<file path="config.mk">
export PLATFORM = sky130hd
export DESIGN_NAME = load_store_unit
export DESIGN_NICKNAME = d
export VERILOG_FILES = /design/src/rtl/load_store_unit.sv
export SDC_FILE = /design/constraint.sdc
export NUM_CORES = 1
export LEC_CHECK = 0
export CORE_MARGIN = 2
export CORE_UTILIZATION = 49
export CTS_CLUSTER_DIAMETER = 50
export DETAILED_ROUTE_END_ITERATION = 6
export MAX_ROUTING_LAYER = met4
export PLACE_DENSITY = 0.83
export SLEW_MARGIN = 40
export SYNTH_ARGS = -nofsm -noshare
export SYNTH_HDL_FRONTEND = slang
export SYNTH_SLANG_ARGS = --single-unit
export TNS_END_PERCENT = 10
</file>
<file path="constraint.sdc">
create_clock -name clk -period 7.5 [get_ports clk]
set_input_delay 0.75 -clock clk [delete_from_list [all_inputs] [get_ports clk]]
set_output_delay 0.75 -clock clk [all_outputs]
set_load 0.02 [all_outputs]
</file>
<file path="src/rtl/load_store_unit.sv">
// Load/store unit: one outstanding request, alignment check, byte-lane steering,
// load sign/zero extension and an ACCESS-phase timeout.
module load_store_unit #(
   parameter int XLEN    = 32,
   parameter int ADDR_W  = 32,
   parameter int TIMEOUT = 16
) (
   input  logic                clk,
   input  logic                rst,
   input  logic                req_valid,
   output logic                req_ready,
   input  logic                req_we,
   input  logic [1:0]          req_size,
   input  logic                req_unsigned,
   input  logic [ADDR_W-1:0]   req_addr,
   input  logic [XLEN-1:0]     req_wdata,
   input  logic [4:0]          req_rd,
   output logic                resp_valid,
   output logic [XLEN-1:0]     resp_rdata,
   output logic [4:0]          resp_rd,
   output logic                resp_err,
   output logic                mem_read,
   output logic [XLEN/8-1:0]   mem_write,
   output logic [ADDR_W-1:0]   mem_addr,
   output logic [XLEN-1:0]     mem_wdata,
   input  logic [XLEN-1:0]     mem_rdata,
   input  logic                mem_ack
);

   // state  | meaning
   // IDLE   | ready for a request
   // ACCESS | memory request on the bus, waiting for mem_ack or timeout
   // RESP   | one-cycle response pulse

   localparam int NB    = XLEN / 8;
   localparam int OFF_W = $clog2(NB);
   localparam int IDX_W = $clog2(XLEN);
   localparam int CNT_W = (TIMEOUT > 1) ? $clog2(TIMEOUT) : 1;
   localparam logic [7:0] XLEN_B = 8'(XLEN);

   typedef enum logic [1:0] {
      S_IDLE,
      S_ACCESS,
      S_RESP
   } state_t;

   state_t              state_q, state_d;
   logic                we_q, we_d;
   logic [1:0]          size_q, size_d;
   logic                uns_q, uns_d;
   logic [ADDR_W-1:0]   addr_q, addr_d;
   logic [XLEN-1:0]     wdata_q, wdata_d;
   logic [4:0]          rd_q, rd_d;
   logic                err_q, err_d;
   logic [XLEN-1:0]     rdata_q, rdata_d;
   logic [CNT_W-1:0]    cnt_q, cnt_d;

   logic                req_aligned;
   logic                req_legal;
   logic [OFF_W-1:0]    off;
   logic [XLEN-1:0]     rd_shifted;
   logic [7:0]          ld_bits;
   logic [XLEN-1:0]     ld_mask;
   logic                ld_sign;
   logic [XLEN-1:0]     ld_value;
   logic [NB-1:0]       size_mask;
   logic [NB-1:0]       st_strobe;
   logic [XLEN-1:0]     st_wdata;
   logic [ADDR_W-1:0]   addr_aligned;

   always_comb begin
      req_aligned = 1'b1;
      case (req_size)
         2'd1:    req_aligned = ~req_addr[0];
         2'd2:    req_aligned = ~|req_addr[1:0];
         2'd3:    req_aligned = ~|req_addr[2:0];
         default: req_aligned = 1'b1;
      endcase
      req_legal = req_aligned && !(req_size == 2'd3 && XLEN == 32);
   end

   // Lane steering is computed from the registered request so mem_* stay stable
   always_comb begin
      off          = addr_q[OFF_W-1:0];
      addr_aligned = {addr_q[ADDR_W-1:OFF_W], {OFF_W{1'b0}}};
      rd_shifted   = mem_rdata >> {off, 3'b000};
      ld_bits      = 8'd8 << size_q;
      if (ld_bits > XLEN_B) ld_bits = XLEN_B;
      ld_mask      = ~({XLEN{1'b1}} << ld_bits);
      ld_sign      = rd_shifted[IDX_W'(ld_bits - 8'd1)] & ~uns_q;
      ld_value     = (rd_shifted & ld_mask) | ({XLEN{ld_sign}} & ~ld_mask);
      case (size_q)
         2'd0:    size_mask = NB'(1);
         2'd1:    size_mask = NB'(3);
         2'd2:    size_mask = NB'(15);
         default: size_mask = {NB{1'b1}};
      endcase
      st_strobe    = size_mask << off;
      st_wdata     = wdata_q << {off, 3'b000};
   end

   always_ff @(posedge clk or posedge rst) begin
      if (rst) begin
         state_q <= S_IDLE;
         we_q    <= 1'b0;
         size_q  <= 2'd0;
         uns_q   <= 1'b0;
         addr_q  <= '0;
         wdata_q <= '0;
         rd_q    <= '0;
         err_q   <= 1'b0;
         rdata_q <= '0;
         cnt_q   <= '0;
      end else begin
         state_q <= state_d;
         we_q    <= we_d;
         size_q  <= size_d;
         uns_q   <= uns_d;
         addr_q  <= addr_d;
         wdata_q <= wdata_d;
         rd_q    <= rd_d;
         err_q   <= err_d;
         rdata_q <= rdata_d;
         cnt_q   <= cnt_d;
      end
   end

   always_comb begin
      state_d    = state_q;
      we_d       = we_q;
      size_d     = size_q;
      uns_d      = uns_q;
      addr_d     = addr_q;
      wdata_d    = wdata_q;
      rd_d       = rd_q;
      err_d      = err_q;
      rdata_d    = rdata_q;
      cnt_d      = cnt_q;
      req_ready  = 1'b0;
      mem_read   = 1'b0;
      mem_write  = '0;
      mem_addr   = '0;
      mem_wdata  = '0;
      resp_valid = 1'b0;
      resp_rdata = '0;
      resp_rd    = '0;
      resp_err   = 1'b0;
      case (state_q)
         S_IDLE: begin
            req_ready = 1'b1;
            if (req_valid) begin
               we_d    = req_we;
               size_d  = req_size;
               uns_d   = req_unsigned;
               addr_d  = req_addr;
               wdata_d = req_wdata;
               rd_d    = req_rd;
               rdata_d = '0;
               cnt_d   = CNT_W'(TIMEOUT - 1);
               err_d   = ~req_legal;
               state_d = req_legal ? S_ACCESS : S_RESP;
            end
         end
         S_ACCESS: begin
            mem_read  = ~we_q;
            mem_write = we_q ? st_strobe : '0;
            mem_addr  = addr_aligned;
            mem_wdata = we_q ? st_wdata : '0;
            // ack wins even in the terminal count cycle
            if (mem_ack) begin
               err_d   = 1'b0;
               rdata_d = we_q ? '0 : ld_value;
               state_d = S_RESP;
            end else if (cnt_q == '0) begin
               err_d   = 1'b1;
               rdata_d = '0;
               state_d = S_RESP;
            end else begin
               cnt_d = cnt_q - 1'b1;
            end
         end
         S_RESP: begin
            resp_valid = 1'b1;
            resp_rdata = rdata_q;
            resp_rd    = we_q ? 5'd0 : rd_q;
            resp_err   = err_q;
            state_d    = S_IDLE;
         end
         default: state_d = S_IDLE;
      endcase
   end

endmodule

</file>
==> out/qor_table.md, run 1 <==
| Item | Reported |
|:---|:---|
| Antenna-violating nets left | 0 |
| Worst-Skew Late Latency | 0.35 ns |
| Number of top-level pins | 218 |
| Path class of the lowest-slack min-delay path | reg -> reg |
| Post-route setup TNS | 0 ns |
| Router iterations before antenna repair | 5 |
| TritonCTS Buffers | 9 |
| Critical Path, Cell by Cell | nand3b_1 > or2_2 > nor2_1 > and2_1 > clkdlybuf4s50_1 |
| Portion of netlist area occupied by mux cells | 11.7% |
| Peak supply drop | 0.181 mV |
| Synth Area per Inst | 9.34 sq um |
| Critical path data required time | 6.75 ns |
| Most frequent cells in the layout | sky130_fd_sc_hd__clkdlybuf4s50_1, sky130_fd_sc_hd__nand2_1, sky130_fd_sc_hd__dfrtp_1 |
| Number of max-slew violations in the final report | 0 |
| Worst setup slack for register-to-register paths | 4.99 ns |
| Aggregate global-route resource usage | 27.6% |
| Floorplan die area | 12,900 sq um |
| Crit Path Max Fanout | 19 |
| CTS tree | done |
| Weighted congestion reported at the end of routability-driven placement | 0.885 |
| Post-Synth XOR/XNOR Area | 0.148% |
| Initial antenna violation count | 0 |
| DR vias/cell | 5.50 |
| Setup repair after global routing missed its margin | no |
| Seq/Total Area, Yosys | 47.5% |
| Clock root buffer | sky130_fd_sc_hd__clkbuf_16 |
| Count of inserted antenna diode cells | 0 |
| Post-cts resize count | 0 |
| Number of buffers inserted by post-CTS setup repair | 0 |
| Arrival time reported for the critical path endpoint | 3.24 ns |
| Final Cycle Share | 53.2% |
| HPWL reported at the end of detailed placement | 12.0 mm |
| Number of synthesized flops with an enable pin | 0 |
| Sum of met2 wire segment lengths after detailed routing | 8.41 mm |
| Leakage power total | 3.72 nW |
| Total of max-cap violations | 0 |
| Post-synthesis register bit count | 112 |
| Number of nets in the finished design | 930 |
| Average routed wire per standard cell | 17.7 um |
| Status | completed |
| Wire length the detailed router placed on met1 | 7.18 mm |
| Synth Area in Adders | 0.212% |
| Max Clock Freq | 250 MHz |
| Synth Flop Type | sky130_fd_sc_hd__dfrtp_1 |
| Die span in y | 114 um |
| Most common cell after layout, fill and taps aside | sky130_fd_sc_hd__clkdlybuf4s50_1 |
| Critical path's largest stage delay | 0.62 ns |
| Clk slew on worst S/H paths | 0.07 ns |
| Hold violation count in the final report | 0 |
| Type of the worst setup path | reg -> out |
| Starting Density | 49.8% |
| Vias in the first global route | 5,427 |
| Core ar. | 11,900 sq um |
| Global-route wire length before repair | 27.3 mm |
| H-tree depth reported by CTS | 3 |
| Post-synth cell types | 46 |
| DRC Markers | 0 |
| Slew Limit Headroom | 47.0% |
| Overall via count from detail_route | 5,349 |
| Total clock sinks | 112 |
| Total Wirelength | 17.2 mm |
| Hold buffer count at cts | 0 |
| Final setup violation count | 0 |
| Std-Cell Rows | 40 |
| Element type at the critical path start | flip-flop |
| PnR Total Power | 2.79 mW |
| Largest family of logic cells by synthesized area | simple AND/OR/NAND/NOR gates |
| Grt total ovfl | 0 |
| Fraction of final layout cells with drive strength greater than 1 | 7.64% |
| Critical Path Slowest Stage Cell | sky130_fd_sc_hd__or2_2 |
| Worst Max-Slew Pin Slew | 0.795 ns |
| Synth Area in Compound Gates | 12.2% |
| Post-Synthesis Cells | 632 |
| Post-synthesis async set-or-reset flop share | 100% |
| Top metal layer carrying routed signals | met4 |
| Growth of design area from synthesis to finish | 43.5% |
| Clk buf depth | 2 |
| Type of destination of the critical path | primary output |
| Time the worst path needs with I/O delays and setup | 3.99 ns |
| Initial DRC Count | 391 |
| Amount of wire on met3 after detailed routing | 1.28 mm |
| Simple-gate share of the synthesized area | 24.5% |
| Total power divided by cell area | 330 nW/um^2 |
| Syn Std Cell Area | 5900 sq um |
| Buffers on Ports | 215 |
| Final Skew | 0.00678 ns |
| Pin count of the biggest net entering global routing | 76 |
| Synth Warn # | 0 |
| Die X | 114 um |
registers in the layout (all words and copies together), names as in the netlist:
register  flops
addr_q       32
size_q        2
err_q         1
wdata_q      32
rd_q          5
we_q          1
cnt_q         4
uns_q         1
state_q       2
rdata_q      32
kinds of logic after synthesis:
kind of cell	after synthesis
muxes	64
buffers and inverters	50
xor gates and xnor gates	1
other	1
adders and majority gates	1
and+or+nand+nor	305
AOI/OAI and AO/OA	98
DFF	112
metrics by stage:
step	cell area [sq um]	hold WS (ns)	cells	setup WS, ns	utilization, %
after floorplan	5910	0.437	633	3.79	-
after global placement	8110	0.449	956	3.99	68.4
after detailed placement	8130	0.455	956	3.90	68.5
after CTS	8470	0.472	972	3.51	71.4
after global routing	8470	0.494	972	3.30	71.4
final	8470	0.468	972	3.51	71.4
worst paths after layout:
check,from,depth (start not counted),to
worst max-delay path,state_q[1],5,mem_wdata[4]
worst min-delay path,addr_q[20],2,addr_q[20]
worst max register to register,addr_q[1],5,rdata_q[25]
worst min register to register,addr_q[20],2,addr_q[20]
max in group asynchronous,rst,3,addr_q[1]
min in group asynchronous,rst,2,rd_q[1]
cell usage after synthesis (all sizes together) (3+ instances only):
master | count | share of area, %
buf | 24 | 2.0
nor2b | 19 | 2.0
mux2i | 33 | 5.6
a22o | 8 | 1.2
a32o | 7 | 1.2
o21ai | 12 | 1.0
a21oi | 21 | 1.8
o211ai | 9 | 1.1
a211o | 7 | 1.0
inv | 4 | 0.25
mux2 | 30 | 5.7
nor3 | 5 | 0.42
a221o | 7 | 1.2
nor2 | 35 | 2.3
nand2 | 152 | 9.7
clkbuf | 22 | 1.4
a211oi | 18 | 2.3
and2 | 77 | 8.2
dfrtp | 112 | 47
or2 | 3 | 0.32
final cells by class:
| cell class | count | area [sq um] |
|---|---|---|
| clock buffers | 13 | 250 |
| clock inverters | 3 | 90.1 |
| fillers | 869 | 3390 |
| inverters | 4 | 17.5 |
| multi-input cells | 471 | 2920 |
| flip-flops and latches | 112 | 2810 |
| well taps | 147 | 184 |
| repair buffers | 222 | 2210 |
report_power, final:
part	total, mW	internal, mW	switching, mW	leakage [nW]
Sequential	1.01	0.839	0.174	1.40
Clock	0.551	0.336	0.215	0.164
Combinational	1.23	0.545	0.685	2.16
worst max-delay path, delay by kind of cell (launching register included):
family | cells | cell delay, ns
flip-flops | 1 | 0.45
buffers and inverters | 1 | 0.61
AND/OR/NAND/NOR | 4 | 1.82
metal layers:
| layer | track usage (%) | vias up |
|---|---|---|
| met5 | - | - |
| met4 | 9.27 | 0 |
| met3 | 5.21 | 25 |
| met2 | 45.6 | 216 |
| met1 | 34.4 | 2606 |
| li1 | - | 2502 |
No activity file was read; power rests on OpenSTA's default activity.
==> inputs of run 2 (changes only) <==
--- a/config.mk
+++ b/config.mk
@@ -6,11 +6,11 @@
 export NUM_CORES = 1
 export LEC_CHECK = 0
 export CORE_MARGIN = 2
-export CORE_UTILIZATION = 49
+export CORE_UTILIZATION = 45
 export CTS_CLUSTER_DIAMETER = 50
 export DETAILED_ROUTE_END_ITERATION = 6
 export MAX_ROUTING_LAYER = met4
-export PLACE_DENSITY = 0.83
+export PLACE_DENSITY = 0.77
 export SLEW_MARGIN = 40
 export SYNTH_ARGS = -nofsm -noshare
 export SYNTH_HDL_FRONTEND = slang
==> constraint.sdc (replaced) <==
create_clock -name clk -period 3.8 [get_ports clk]
set_input_delay 0.38 -clock clk [delete_from_list [all_inputs] [get_ports clk]]
set_output_delay 0.38 -clock clk [all_outputs]
set_load 0.02 [all_outputs]
==> run 2 against run 1 <==
Net effect:
- cell area hardly changed
- clock power is 61% higher
- wire length is 1.6% higher
- combinational power is 93% higher
- highest routed layer unchanged
- hold slack worse by 0.0058 ns
- largest cell class unchanged
- non-clock buffer count is 2 higher
- flip-flop and latch count stayed put
- sequential share of layout area hardly changed
- global-route usage is 2.1 points lower
==> out/qor_table.md, run 2 (synthesized netlist as in run 1, its figures left out) <==
| Item | Reported |
|:---|:---|
| Clock root buffer | sky130_fd_sc_hd__clkbuf_16 |
| Family with the most delay on the worst path | simple AND/OR/NAND/NOR gates |
| Post-route setup TNS | 0 ns |
| HPWL reported at the end of detailed placement | 12.6 mm |
| Number of nets in the finished design | 932 |
| Buf+Inv Stages, Crit Path | 2 |
| Path class of the lowest-slack min-delay path | in -> async |
| Critical Path, Cell by Cell | nand3b_1 > buf_4 > or2_2 > nor2_1 > and2_1 > clkdlybuf4s50_1 |
| Initial DRC Count | 396 |
| TritonCTS Buffers | 9 |
| Average routed wire per standard cell | 17.4 um |
| Element type at the critical path start | flip-flop |
| Initial antenna violation count | 1 |
| Arrival time reported for the critical path endpoint | 2.82 ns |
| PnR Total Power | 5.33 mW |
| DRC Markers | 0 |
| Number of max-slew violations in the final report | 0 |
| Max Clock Freq | 313 MHz |
| Hold violation count in the final report | 0 |
| Crit Path Max Fanout | 19 |
| Router iterations before antenna repair | 5 |
| Met1 global-route usage | 31.5% |
| Worst-Skew Late Latency | 0.34 ns |
| Type of the worst setup path | reg -> out |
| Aggregate global-route resource usage | 25.5% |
| Total Wirelength | 17.4 mm |
| Status | completed |
| Final setup violation count | 0 |
| Vias in the first global route | 5,539 |
| Slew Limit Headroom | 44.2% |
| Hold buffer count at cts | 0 |
| Die X | 119 um |
| Post-cts resize count | 0 |
| DR vias/cell | 5.41 |
| Register area | 2810 sq um |
| Total power divided by cell area | 630 nW/um^2 |
| H-tree depth reported by CTS | 3 |
| Worst Max-Slew Pin Slew | 0.834 ns |
| Critical path's largest stage delay | 0.60 ns |
| Peak supply drop | 0.429 mV |
| Number of top-level pins | 218 |
| Final-layout fill cell count | 1,076 |
| Die span in y | 119 um |
| Registers with the most flip-flops | addr_q: 32 flops, rdata_q: 32 flops, wdata_q: 32 flops |
| Pin count of the biggest net entering global routing | 76 |
| Area occupied by multi-input gates | 2910 sq um |
| Floorplan die area | 14,100 sq um |
| Time the worst path needs with I/O delays and setup | 3.20 ns |
| Grt peak-use layer | met2 |
| Critical path data required time | 3.42 ns |
| Overall via count from detail_route | 5,412 |
| Global-route wire length before repair | 28.0 mm |
| Core ar. | 12,700 sq um |
| Type of destination of the critical path | primary output |
| Grt total ovfl | 0 |
| Leakage power total | 3.69 nW |
| Number of buffers inserted by post-CTS setup repair | 0 |
| Total clock sinks | 112 |
| Antenna-violating nets left | 0 |
| Critical Path Slowest Stage Cell | sky130_fd_sc_hd__clkdlybuf4s50_1 |
| Most frequent cells in the layout | sky130_fd_sc_hd__clkdlybuf4s50_1, sky130_fd_sc_hd__nand2_1, sky130_fd_sc_hd__dfrtp_1 |
| Setup repair after global routing missed its margin | no |
| Fraction of final layout cells with drive strength greater than 1 | 8.10% |
| Clk buf depth | 2 |
| Most common cell after layout, fill and taps aside | sky130_fd_sc_hd__clkdlybuf4s50_1 |
| Final Cycle Share | 84.2% |
| Weighted congestion reported at the end of routability-driven placement | 0.896 |
| Buffers on Ports | 215 |
| CTS tree | done |
| Met3 demand-to-capacity share in global routing | 5.84% |
| Fraction of met2 tracks used by global routing | 41.6% |
| Growth of design area from synthesis to finish | 43.4% |
| Std-Cell Rows | 41 |
| Clk slew on worst S/H paths | 0.07 ns |
| Final Skew | 0.00573 ns |
| Starting Density | 46.4% |
| Total of max-cap violations | 0 |
run 2: report_power, final:
| group | leakage (nW) | switching, mW | total (mW) | internal, mW |
|---|---|---|---|---|
| Combinational | 2.16 | 1.29 | 2.38 | 1.09 |
| Sequential | 1.40 | 0.404 | 2.06 | 1.65 |
| Clock | 0.133 | 0.424 | 0.889 | 0.465 |
| Total | 3.69 | 2.12 | 5.33 | 3.21 |
run 2: final timing paths:
path                            startpoint           end  slack (ns)  cells after the start
worst max-delay path            state_q[1]  mem_wdata[3]        0.60                      6
worst min-delay path                   rst    addr_q[24]        0.46                      2
min in group clk                 addr_q[6]     addr_q[6]        0.47                      2
worst min register to register   addr_q[6]     addr_q[6]        0.47                      2
max in group asynchronous              rst     addr_q[0]        2.55                      3
worst max register to register   addr_q[1]   rdata_q[28]        1.05                      5
run 2: routing by layer:
metal	up-vias	share of wire (%)
met5	-	0
met4	0	3.0
met3	38	7.0
met2	241	49
met1	2616	41
li1	2517	-
run 2: area by class of cell:
type / instances / area share, %
Clock buffer: 12 / 2.91
Clock inverter: 4 / 0.355
Inverter: 4 / 0.207
Antenna cell: 1 / 0.0295
Sequential cell: 112 / 33.1
Tap cell: 172 / 2.54
Multi-Input combinational cell: 471 / 34.3
Timing Repair Buffer: 224 / 26.5
run 2: through the flow:
stage	instances	hold WS, ns	setup slack, ns	instance area, sq um	utilization [%]
after floorplan	633	0.437	0.461	5910	-
after global placement	983	0.450	0.969	8190	64.3
after detailed placement	983	0.455	0.924	8190	64.4
after CTS	999	0.473	0.549	8460	66.5
after global routing	1000	0.497	0.382	8470	66.6
final	1000	0.462	0.600	8470	66.6
run 2: worst reg2reg max path, cell delays in order (launching register included):
cell                      delay (ns)
sky130_fd_sc_hd__dfrtp_2        0.83
sky130_fd_sc_hd__buf_4          0.41
sky130_fd_sc_hd__mux4_2         0.57
sky130_fd_sc_hd__or2_1          0.24
sky130_fd_sc_hd__and3_1         0.27
sky130_fd_sc_hd__a221o_1        0.31
